**src/rtl/i2c_pkg.sv**
```systemverilog
// Shared I2C definitions: field widths and target FSM state encodings.
package i2c_pkg;

  localparam int unsigned I2C_ADDR_W    = 7;
  localparam int unsigned I2C_BYTE_W    = 8;
  localparam int unsigned I2C_BIT_CNT_W = 3;

  typedef enum logic [3:0] {
    ST_IDLE,
    ST_ADDR,
    ST_ADDR_ACK,
    ST_PTR,
    ST_PTR_ACK,
    ST_WDATA,
    ST_WDATA_ACK,
    ST_RDATA,
    ST_RDATA_ACK,
    ST_WAIT_STOP
  } i2c_tgt_state_e;

endpackage

```
**src/rtl/i2c_line_sync.sv**
```systemverilog
// SCL/SDA synchronizers plus registered edge and START/STOP detection.
module i2c_line_sync #(
  parameter int unsigned SYNC_STAGES = 2
) (
  input  logic clk,
  input  logic rst_n,
  input  logic scl_in,
  input  logic sda_in,
  output logic scl_rise,
  output logic scl_fall,
  output logic start_det,
  output logic stop_det,
  output logic sda_s
);

  logic [SYNC_STAGES-1:0] scl_sync_q, scl_sync_d;
  logic [SYNC_STAGES-1:0] sda_sync_q, sda_sync_d;
  logic scl_hist_q, scl_hist_d;
  logic sda_hist_q, sda_hist_d;
  logic scl_rise_q, scl_rise_d;
  logic scl_fall_q, scl_fall_d;
  logic start_det_q, start_det_d;
  logic stop_det_q, stop_det_d;
  logic sda_s_q, sda_s_d;
  logic scl_cur_c, sda_cur_c;

  assign scl_cur_c = scl_sync_q[SYNC_STAGES-1];
  assign sda_cur_c = sda_sync_q[SYNC_STAGES-1];

  // Events are registered so sda_s and the edge flags stay cycle-aligned.
  always_comb begin
    scl_sync_d  = {scl_sync_q[SYNC_STAGES-2:0], scl_in};
    sda_sync_d  = {sda_sync_q[SYNC_STAGES-2:0], sda_in};
    scl_hist_d  = scl_cur_c;
    sda_hist_d  = sda_cur_c;
    scl_rise_d  = scl_cur_c & ~scl_hist_q;
    scl_fall_d  = ~scl_cur_c & scl_hist_q;
    start_det_d = scl_cur_c & scl_hist_q & sda_hist_q & ~sda_cur_c;
    stop_det_d  = scl_cur_c & scl_hist_q & ~sda_hist_q & sda_cur_c;
    sda_s_d     = sda_cur_c;
  end

  // Idle bus reads high, so history resets to 1 to avoid a false edge.
  always_ff @(posedge clk or negedge rst_n) begin
    if (!rst_n) begin
      scl_sync_q  <= '1;
      sda_sync_q  <= '1;
      scl_hist_q  <= 1'b1;
      sda_hist_q  <= 1'b1;
      scl_rise_q  <= 1'b0;
      scl_fall_q  <= 1'b0;
      start_det_q <= 1'b0;
      stop_det_q  <= 1'b0;
      sda_s_q     <= 1'b1;
    end else begin
      scl_sync_q  <= scl_sync_d;
      sda_sync_q  <= sda_sync_d;
      scl_hist_q  <= scl_hist_d;
      sda_hist_q  <= sda_hist_d;
      scl_rise_q  <= scl_rise_d;
      scl_fall_q  <= scl_fall_d;
      start_det_q <= start_det_d;
      stop_det_q  <= stop_det_d;
      sda_s_q     <= sda_s_d;
    end
  end

  assign scl_rise  = scl_rise_q;
  assign scl_fall  = scl_fall_q;
  assign start_det = start_det_q;
  assign stop_det  = stop_det_q;
  assign sda_s     = sda_s_q;

endmodule

```
**src/rtl/i2c_target_regif.sv**
```systemverilog
// I2C target with 8-bit auto-incrementing register pointer and a single-port regfile interface.
module i2c_target_regif
  import i2c_pkg::*;
#(
  parameter logic [I2C_ADDR_W-1:0] TARGET_ADDR = 7'h42,
  parameter int unsigned           SYNC_STAGES = 2
) (
  input  logic                  clk,
  input  logic                  rst_n,
  input  logic                  scl_in,
  input  logic                  sda_in,
  output logic                  sda_oe,
  output logic [I2C_BYTE_W-1:0] reg_addr,
  output logic [I2C_BYTE_W-1:0] reg_wdata,
  output logic                  reg_we,
  output logic                  reg_re,
  input  logic [I2C_BYTE_W-1:0] reg_rdata,
  output logic                  busy
);

  localparam logic [I2C_BIT_CNT_W-1:0] LAST_BIT = I2C_BIT_CNT_W'(I2C_BYTE_W - 1);

  logic scl_rise, scl_fall, start_det, stop_det, sda_s;

  i2c_line_sync #(.SYNC_STAGES(SYNC_STAGES)) u_line_sync (
    .clk       (clk),
    .rst_n     (rst_n),
    .scl_in    (scl_in),
    .sda_in    (sda_in),
    .scl_rise  (scl_rise),
    .scl_fall  (scl_fall),
    .start_det (start_det),
    .stop_det  (stop_det),
    .sda_s     (sda_s)
  );

  i2c_tgt_state_e             state_q, state_d;
  logic [I2C_BIT_CNT_W-1:0]   bit_cnt_q, bit_cnt_d;
  logic [I2C_BYTE_W-1:0]      shift_q, shift_d;
  logic [I2C_BYTE_W-1:0]      reg_addr_q, reg_addr_d;
  logic [I2C_BYTE_W-1:0]      reg_wdata_q, reg_wdata_d;
  logic                       sda_oe_q, sda_oe_d;
  logic                       reg_we_q, reg_we_d;
  logic                       reg_re_q, reg_re_d;
  logic                       busy_q, busy_d;
  logic                       rw_q, rw_d;
  logic                       phase_q, phase_d;
  logic                       ld_q, ld_d;
  logic [I2C_BYTE_W-1:0]      rx_byte_c;

  assign rx_byte_c = {shift_q[I2C_BYTE_W-2:0], sda_s};

  // phase_q: in ACK states, 1 once SDA is driven; in RDATA_ACK, 1 once master ACK seen.
  always_comb begin
    state_d     = state_q;
    bit_cnt_d   = bit_cnt_q;
    shift_d     = shift_q;
    reg_addr_d  = reg_addr_q;
    reg_wdata_d = reg_wdata_q;
    sda_oe_d    = sda_oe_q;
    reg_we_d    = 1'b0;
    reg_re_d    = 1'b0;
    busy_d      = busy_q;
    rw_d        = rw_q;
    phase_d     = phase_q;
    ld_d        = reg_re_q;

    if (reg_we_q) reg_addr_d = reg_addr_q + 8'd1;
    if (ld_q)     shift_d    = reg_rdata;

    if (stop_det) begin
      state_d   = ST_IDLE;
      sda_oe_d  = 1'b0;
      busy_d    = 1'b0;
      phase_d   = 1'b0;
      bit_cnt_d = '0;
    end else if (start_det) begin
      state_d   = ST_ADDR;
      sda_oe_d  = 1'b0;
      busy_d    = 1'b0;
      phase_d   = 1'b0;
      bit_cnt_d = '0;
    end else begin
      case (state_q)
        ST_ADDR, ST_PTR, ST_WDATA: begin
          if (scl_rise) begin
            shift_d   = rx_byte_c;
            bit_cnt_d = bit_cnt_q + 3'd1;
            phase_d   = 1'b0;
            if (bit_cnt_q == LAST_BIT) begin
              if (state_q == ST_ADDR) begin
                if (rx_byte_c[I2C_BYTE_W-1:1] == TARGET_ADDR) begin
                  state_d = ST_ADDR_ACK;
                  busy_d  = 1'b1;
                  rw_d    = rx_byte_c[0];
                end else begin
                  state_d = ST_WAIT_STOP;
                end
              end else if (state_q == ST_PTR) begin
                reg_addr_d = rx_byte_c;
                state_d    = ST_PTR_ACK;
              end else begin
                reg_wdata_d = rx_byte_c;
                reg_we_d    = 1'b1;
                state_d     = ST_WDATA_ACK;
              end
            end
          end
        end
        ST_ADDR_ACK, ST_PTR_ACK, ST_WDATA_ACK: begin
          if (scl_fall) begin
            if (!phase_q) begin
              phase_d  = 1'b1;
              sda_oe_d = 1'b1;
              if (state_q == ST_ADDR_ACK && rw_q) reg_re_d = 1'b1;
            end else begin
              phase_d   = 1'b0;
              bit_cnt_d = '0;
              if (state_q == ST_ADDR_ACK && rw_q) begin
                state_d  = ST_RDATA;
                sda_oe_d = ~shift_q[I2C_BYTE_W-1];
              end else begin
                sda_oe_d = 1'b0;
                state_d  = (state_q == ST_ADDR_ACK) ? ST_PTR : ST_WDATA;
              end
            end
          end
        end
        ST_RDATA: begin
          if (scl_fall) begin
            bit_cnt_d = bit_cnt_q + 3'd1;
            if (bit_cnt_q == LAST_BIT) begin
              sda_oe_d = 1'b0;
              phase_d  = 1'b0;
              state_d  = ST_RDATA_ACK;
            end else begin
              shift_d  = {shift_q[I2C_BYTE_W-2:0], 1'b0};
              sda_oe_d = ~shift_q[I2C_BYTE_W-2];
            end
          end
        end
        ST_RDATA_ACK: begin
          if (!phase_q) begin
            if (scl_rise) begin
              if (sda_s) begin
                state_d = ST_WAIT_STOP;
                busy_d  = 1'b0;
              end else begin
                phase_d    = 1'b1;
                reg_addr_d = reg_addr_q + 8'd1;
                reg_re_d   = 1'b1;
              end
            end
          end else if (scl_fall) begin
            phase_d   = 1'b0;
            bit_cnt_d = '0;
            state_d   = ST_RDATA;
            sda_oe_d  = ~shift_q[I2C_BYTE_W-1];
          end
        end
        default: sda_oe_d = 1'b0;
      endcase
    end
  end

  always_ff @(posedge clk or negedge rst_n) begin
    if (!rst_n) begin
      state_q     <= ST_IDLE;
      bit_cnt_q   <= '0;
      shift_q     <= '0;
      reg_addr_q  <= '0;
      reg_wdata_q <= '0;
      sda_oe_q    <= 1'b0;
      reg_we_q    <= 1'b0;
      reg_re_q    <= 1'b0;
      busy_q      <= 1'b0;
      rw_q        <= 1'b0;
      phase_q     <= 1'b0;
      ld_q        <= 1'b0;
    end else begin
      state_q     <= state_d;
      bit_cnt_q   <= bit_cnt_d;
      shift_q     <= shift_d;
      reg_addr_q  <= reg_addr_d;
      reg_wdata_q <= reg_wdata_d;
      sda_oe_q    <= sda_oe_d;
      reg_we_q    <= reg_we_d;
      reg_re_q    <= reg_re_d;
      busy_q      <= busy_d;
      rw_q        <= rw_d;
      phase_q     <= phase_d;
      ld_q        <= ld_d;
    end
  end

  assign sda_oe    = sda_oe_q;
  assign reg_addr  = reg_addr_q;
  assign reg_wdata = reg_wdata_q;
  assign reg_we    = reg_we_q;
  assign reg_re    = reg_re_q;
  assign busy      = busy_q;

endmodule

```
**config.mk**
```make
export PLATFORM = sky130hd
export DESIGN_NAME = i2c_target_regif
export DESIGN_NICKNAME = d
export VERILOG_FILES = /design/src/rtl/i2c_pkg.sv /design/src/rtl/i2c_line_sync.sv /design/src/rtl/i2c_target_regif.sv
export SDC_FILE = /design/constraint.sdc
export NUM_CORES = 1
export LEC_CHECK = 0
export ABC_CLOCK_PERIOD_IN_PS = 2260
export BUFFER_PORTS_ARGS = -buffer_cell sky130_fd_sc_hd__buf_2
export CAP_MARGIN = 20
export CORE_ASPECT_RATIO = 0.6
export CORE_MARGIN = 5
export CORE_UTILIZATION = 58
export CTS_CLUSTER_SIZE = 8
export DETAILED_ROUTE_END_ITERATION = 6
export GPL_TIMING_DRIVEN = 0
export PLACE_DENSITY = 0.79
export SETUP_SLACK_MARGIN = 0.15
export SLEW_MARGIN = 25
export SYNTH_ARGS = -nofsm -noshare
export SYNTH_HDL_FRONTEND = slang
export SYNTH_SLANG_ARGS = --single-unit
```
**constraint.sdc**
```tcl
create_clock -name clk -period 2.26 [get_ports clk]
set_input_delay 0.113 -clock clk [delete_from_list [all_inputs] [get_ports clk]]
set_output_delay 0.113 -clock clk [all_outputs]
set_load 0.02 [all_outputs]
```
## Yosys cells after proc, flatten, opt, wreduce, memory -nomap -nowiden

Cells that the tools add are included.

- Flip-flop bits (word level): 48
- Bits of input ports: 12
- Output and inout port bits: 20
- Word-level logic and storage cells: 169

- Add/sub/neg operators: 2
- Equal/unequal tests: 27
- Mux-type cells: 91
- Bitwise logic cells: 17
- Reduce and logical (&&, ||, !) cells: 12

Operators by type and width:

| kind | number |
|---|---|
| 2-to-1 mux 8 bit | 16 |
| 2-to-1 mux 4 bit | 14 |
| 2-to-1 mux 1 bit | 42 |
| case mux 8 bit (2 select lines) | 2 |
| 2-to-1 mux 3 bit | 10 |
| inequality test 4 x 2 -> 1 bit, second input constant | 7 |
| inequality test 4 x 1 -> 1 bit, second input constant | 6 |
| AND reduction 7 bit | 3 |
| == test 4 x 3 -> 1 bit, second input constant | 4 |
| case mux 4 bit (4 select lines) | 1 |
| inequality test 5 x 2 -> 1 bit, second input constant | 3 |
| case mux 3 bit (4 select lines) | 1 |
| inverter 1 bit | 10 |
| AND reduction 10 bit | 1 |
| AND reduction 5 bit | 2 |
| adder 8 x 1 -> 8 bit, second input constant | 1 |
| == test 4 x 2 -> 1 bit, second input constant | 2 |
| case mux 1 bit (4 select lines) | 2 |
| AND reduction 8 bit | 1 |
| bitwise AND 1 bit | 7 |
| == test 7 bit, second input constant | 1 |
| nonzero test 6 bit | 1 |
| OR reduction 3 bit | 2 |
| == test 4 x 1 -> 1 bit, second input constant | 1 |
| 8 further kinds | 9 |

## Longest topological paths before layout

- Depth after elaboration: 9
- Depth in mapped cells: 8
- Depth with buffers taken out: 7

## Modules after synthesis

From an unflattened synthesis, not the netlist that was laid out.

- Cell total of the unflattened synthesis: 298
- Area, all modules: 2856.5 um^2

By module, submodules not included:

| module | instances | cells each | area each (um^2) | sequential area each (um^2) |
|---|---|---|---|---|
| i2c_target_regif | 1 | 284 | 2563.7 | 950.9 |
| i2c_line_sync | 1 | 14 | 292.8 | 257.7 |

## Least setup slack after synthesis

Ideal clock, no wire load.

- Path type: reg2reg
- Start point: register bit_cnt_q[0]
- End point: register reg_addr_q[2], in the netlist reg_addr[2]
- Setup time: 0.124 ns
- Arrival time: 1.931 ns
- Required time: 2.136 ns
- Setup slack: 0.205 ns
- Stages on the path, launching flop included: 8
- Buffers on the path: 0
- Period minus slack after synthesis: 2.055 ns
- Path through: dfrtp_1 ha_1 ha_1 nand4_1 nor3_1 and3_1 o22ai_1 a211o_1

- Cells in the longest elaborated chain, start to end: 6

Ends and longest elaborated chain:

| what | line | RTL |
|---|---|---|
| start, declared | i2c_target_regif.sv:38 | `logic [I2C_BIT_CNT_W-1:0] bit_cnt_q, bit_cnt_d;` |
| start signal, assigned | i2c_target_regif.sv:182 | `bit_cnt_q <= bit_cnt_d;` |
| == test 3 bit | i2c_target_regif.sv:90 | `if (bit_cnt_q == LAST_BIT) begin` |
| 2-to-1 mux 8 bit | i2c_target_regif.sv:90 |  |
| 2-to-1 mux 8 bit | i2c_target_regif.sv:86 | `if (scl_rise) begin` |
| case mux 8 bit (2 select lines) | i2c_target_regif.sv:84 | `case (state_q)` |
| 2-to-1 mux 8 bit | i2c_target_regif.sv:77 | `end else if (start_det) begin` |
| 2-to-1 mux 8 bit | i2c_target_regif.sv:71 | `if (stop_det) begin` |
| via reg_addr_d[2] | i2c_target_regif.sv:40 | `logic [I2C_BYTE_W-1:0] reg_addr_q, reg_addr_d;` |
| end signal, assigned | i2c_target_regif.sv:184 | `reg_addr_q <= reg_addr_d;` |
| end, declared | i2c_target_regif.sv:40 |  |

The timed path passes the listed nets, and every way through them passes these cells.
A chain may end at the register's enable or synchronous reset.

## Final worst setup path

Ends and elaborated chain as after synthesis.

==> results.cfg <==
[finish]
finalNonFillerCells = 393
antennaDiodeCount = 0
layout_commonest_cell = dfrtp_1
final_cell_mix = 42 x dfrtp_1, 35 x buf_2, 26 x nand2_1
fin_nets = 344
area_growth_pct = 18.2
drive_gt1_share_pct = 30.9
design_area_um2 = 3330

[global_routing]
antenna_found_initial = 0
grt_max_degree = 49
track_usage_pct = 23.6
grt_pass1_wl_um = 12100
grt-ovfl-total = 0
grt_pass1_vias = 2371

[timing]
fin_worst_skew_ps = 7.68
slew_headroom_pct = 61.4
drv_slew = 0
finalCritPeriodShare_pct = 94.8
fmax_mhz = 467
final.min_clock_period_ps = 2140
rsz0062_at_grt = yes
setup_viol = 0
tightestPinTransition_ps = 577
timing.hold.ws_ps = 114
hold_viol = 0

[floorplanning]
die_y_um = 64.0
core_area_um2 = 4640
row_count = 19
dieArea_um2 = 6390
start_util_pct = 60.7
ios = 32
die_x_um = 99.9

[worst_setup_path]
critical_path_depth = 7
start_kind = flip-flop
worst_ep_arrival_time_ps = 2330
worstSetupEndpointType = flip-flop
crit_end = reg_addr[2]
path_class = reg2reg
cp_slowest_cell = dfrtp_1
ff2ff_path_depth = 7
crit_family = simple AND/OR/NAND/NOR gates
required_ps = 2450
rr_startpoint = bit_cnt_q[0]
worstPathCellList = ha_1 > ha_2 > nand4_1 > nor3_4 > and3_1 > o22ai_1 > a211o_1
reg2reg_slack_ps = 120
cp-startpoint = bit_cnt_q[0]
path_buf_inv = 0
cpPeakStageDelay_ps = 380
r2r_end = reg_addr[2]
cp_max_fo = 7

[drt]
met3_wirelength_um = 708
firstDrtPassIters = 7
routed_wirelength_um = 7180
num_vias = 2392
wl_met2_um = 2900
top_layer = met4
via_per_inst = 6.09
initialDrtViolationCount = 266
wire_per_inst_um = 18.3
drt-met1-wl_um = 3500
drc = 1
ant_nets = 0

[synthesis]
synthesis.nets = 295
syn_inst = 280
synth_area_um2 = 2810
ys_types = 60
ys_warn_count = 0
synth_edf_count = 0
syn_area_per_cell_um2 = 10.0
async_flop_share_pct = 100
synth_ff_type = dfrtp_1
synth-seq-cells = 48
yosysSeqAreaShare_pct = 43.0

[place]
portBuffers = 31
place_inst = 374
dp_hpwl_um = 5040
finalWeightedCongestion = 0.981
place_area_um2 = 3050

[clock_network]
clock_path_buffers = 2
path_clk_slew_ps = 90
clk_latency_ps = 300
cts_sinks = 48
cts_root_buf = clkbuf_8
cts_tree = done
numCtsBuffers = 5
h-tree-depth = 2

[hold_path]
hp-start = reg_rdata[4]
hold_path_depth = 3
hp-class = in2reg

[status]
outcome = finished with violations
violations = DRC

[power]
p_sw_uw = 1290
p_comb_share_pct = 48.7
p_leak_uw = 0.00148
switching_share_pct = 40.1
power.density_nw_per_um2 = 967
p_seq_share_pct = 34.4
power_uw = 3220
p_clk_share_pct = 16.9
internal_power_uw = 1930
ir_drop_uv = 518

[job]
maxCapViolations = 0
## cell usage after synthesis, types with 3 or more instances
cell,number,share of area [%]
mux2i_1,12,4.3
ha_1,3,1.3
o22ai_1,3,0.67
a21o_1,5,1.3
nand3_1,8,1.4
o21ai_0,6,1.1
nand4_1,5,1.1
o211ai_1,3,0.80
clkbuf_1,9,1.2
dfrtp_1,42,37
and4_1,3,0.93
dfstp_2,6,5.6
a2bb2oi_1,3,0.93
xnor2_1,5,1.6
mux2_4,4,2.1
buf_2,7,1.2
xor2_1,7,2.2
nor2_1,16,2.1
a211oi_1,5,1.3
and3_1,3,0.67
mux2_2,12,4.8
nor3_1,11,2.0
nand2_1,26,3.5
a21oi_1,22,3.9
nor2b_1,6,1.3
## layer usage
metal / GRT usage [%] / up-vias
met5: 0 / -
met2: 32.6 / 112
met4: 4.43 / 0
li1: - / 1127
met1: 36.7 / 1141
met3: 6.74 / 12
## power groups by stage
stage               clock network [uW]  registers (uW)  logic, uW
finish                             544            1110       1570
global route                       600            1130       1700
CTS                                553            1100       1380
detailed placement                   0            1110       1350
global placement                     0            1110       1350
floorplan                            0            1080       1060
## worst register-to-register path: cells and delay by family, from the launching register on
family / cells / cell delay, ps
fa+ha+maj: 2 / 480
compound gates: 2 / 430
simple gates: 3 / 760
flops: 1 / 380
## cells by family after synthesis
logic type	Yosys count	share of synthesized area [%]
AND/OR/NAND/NOR	99	18.9
AO/OA/AOI/OAI	69	18.2
flip-flops	48	43.0
multiplexers	28	11.2
buffers and inverters	21	3.65
XOR/XNOR	12	3.73
adder cells (fa/ha/maj)	3	1.33
## per-stage QoR
step                TNS (ps)  setup slack (ps)  util [%]
floorplan                  0               205         -
CTS                        0               134      68.6
detailed placement      -234              -234      65.7
global placement        -230              -230      65.7
finish                     0               117      71.8
global route               0              35.1      71.8
## layout make-up
cell class | count | area (um2)
Multi-Input combinational cell | 211 | 1560
Clock buffer | 7 | 86.3
Clock inverter | 1 | 8.76
Tap cell | 63 | 78.8
Fill cell | 349 | 1310
Buffer | 19 | 118
Inverter | 2 | 7.51
Sequential cell | 48 | 1210
Timing Repair Buffer | 42 | 260
## worst min path at each step
stage,endpoint
floorplan,bit_cnt_q[0]
global placement,u_line_sync.sda_sync_q[0]
detailed placement,u_line_sync.sda_sync_q[0]
CTS,shift_q[6]
global route,shift_q[4]
finish,shift_q[4]
## state kept, by name (all words and copies together), names as in the netlist, 2 cells and up
signal                  count
bit_cnt_q                   3
reg_addr                    8
reg_wdata                   8
shift_q                     8
state_q                     4
u_line_sync.scl_sync_q      2
u_line_sync.sda_sync_q      2
## timing repair
| action | CTS | global route |
|---|---|---|
| resized for setup | 5 | 25 |
| pin swaps | 0 | 3 |
| setup buffers | 0 | 8 |
| setup endpoints to repair | 18 | 26 |
| hold buffers | 2 | 1 |
| endpoints found under the hold margin | 2 | 42 |
No activity file was read; power rests on OpenSTA's default activity.
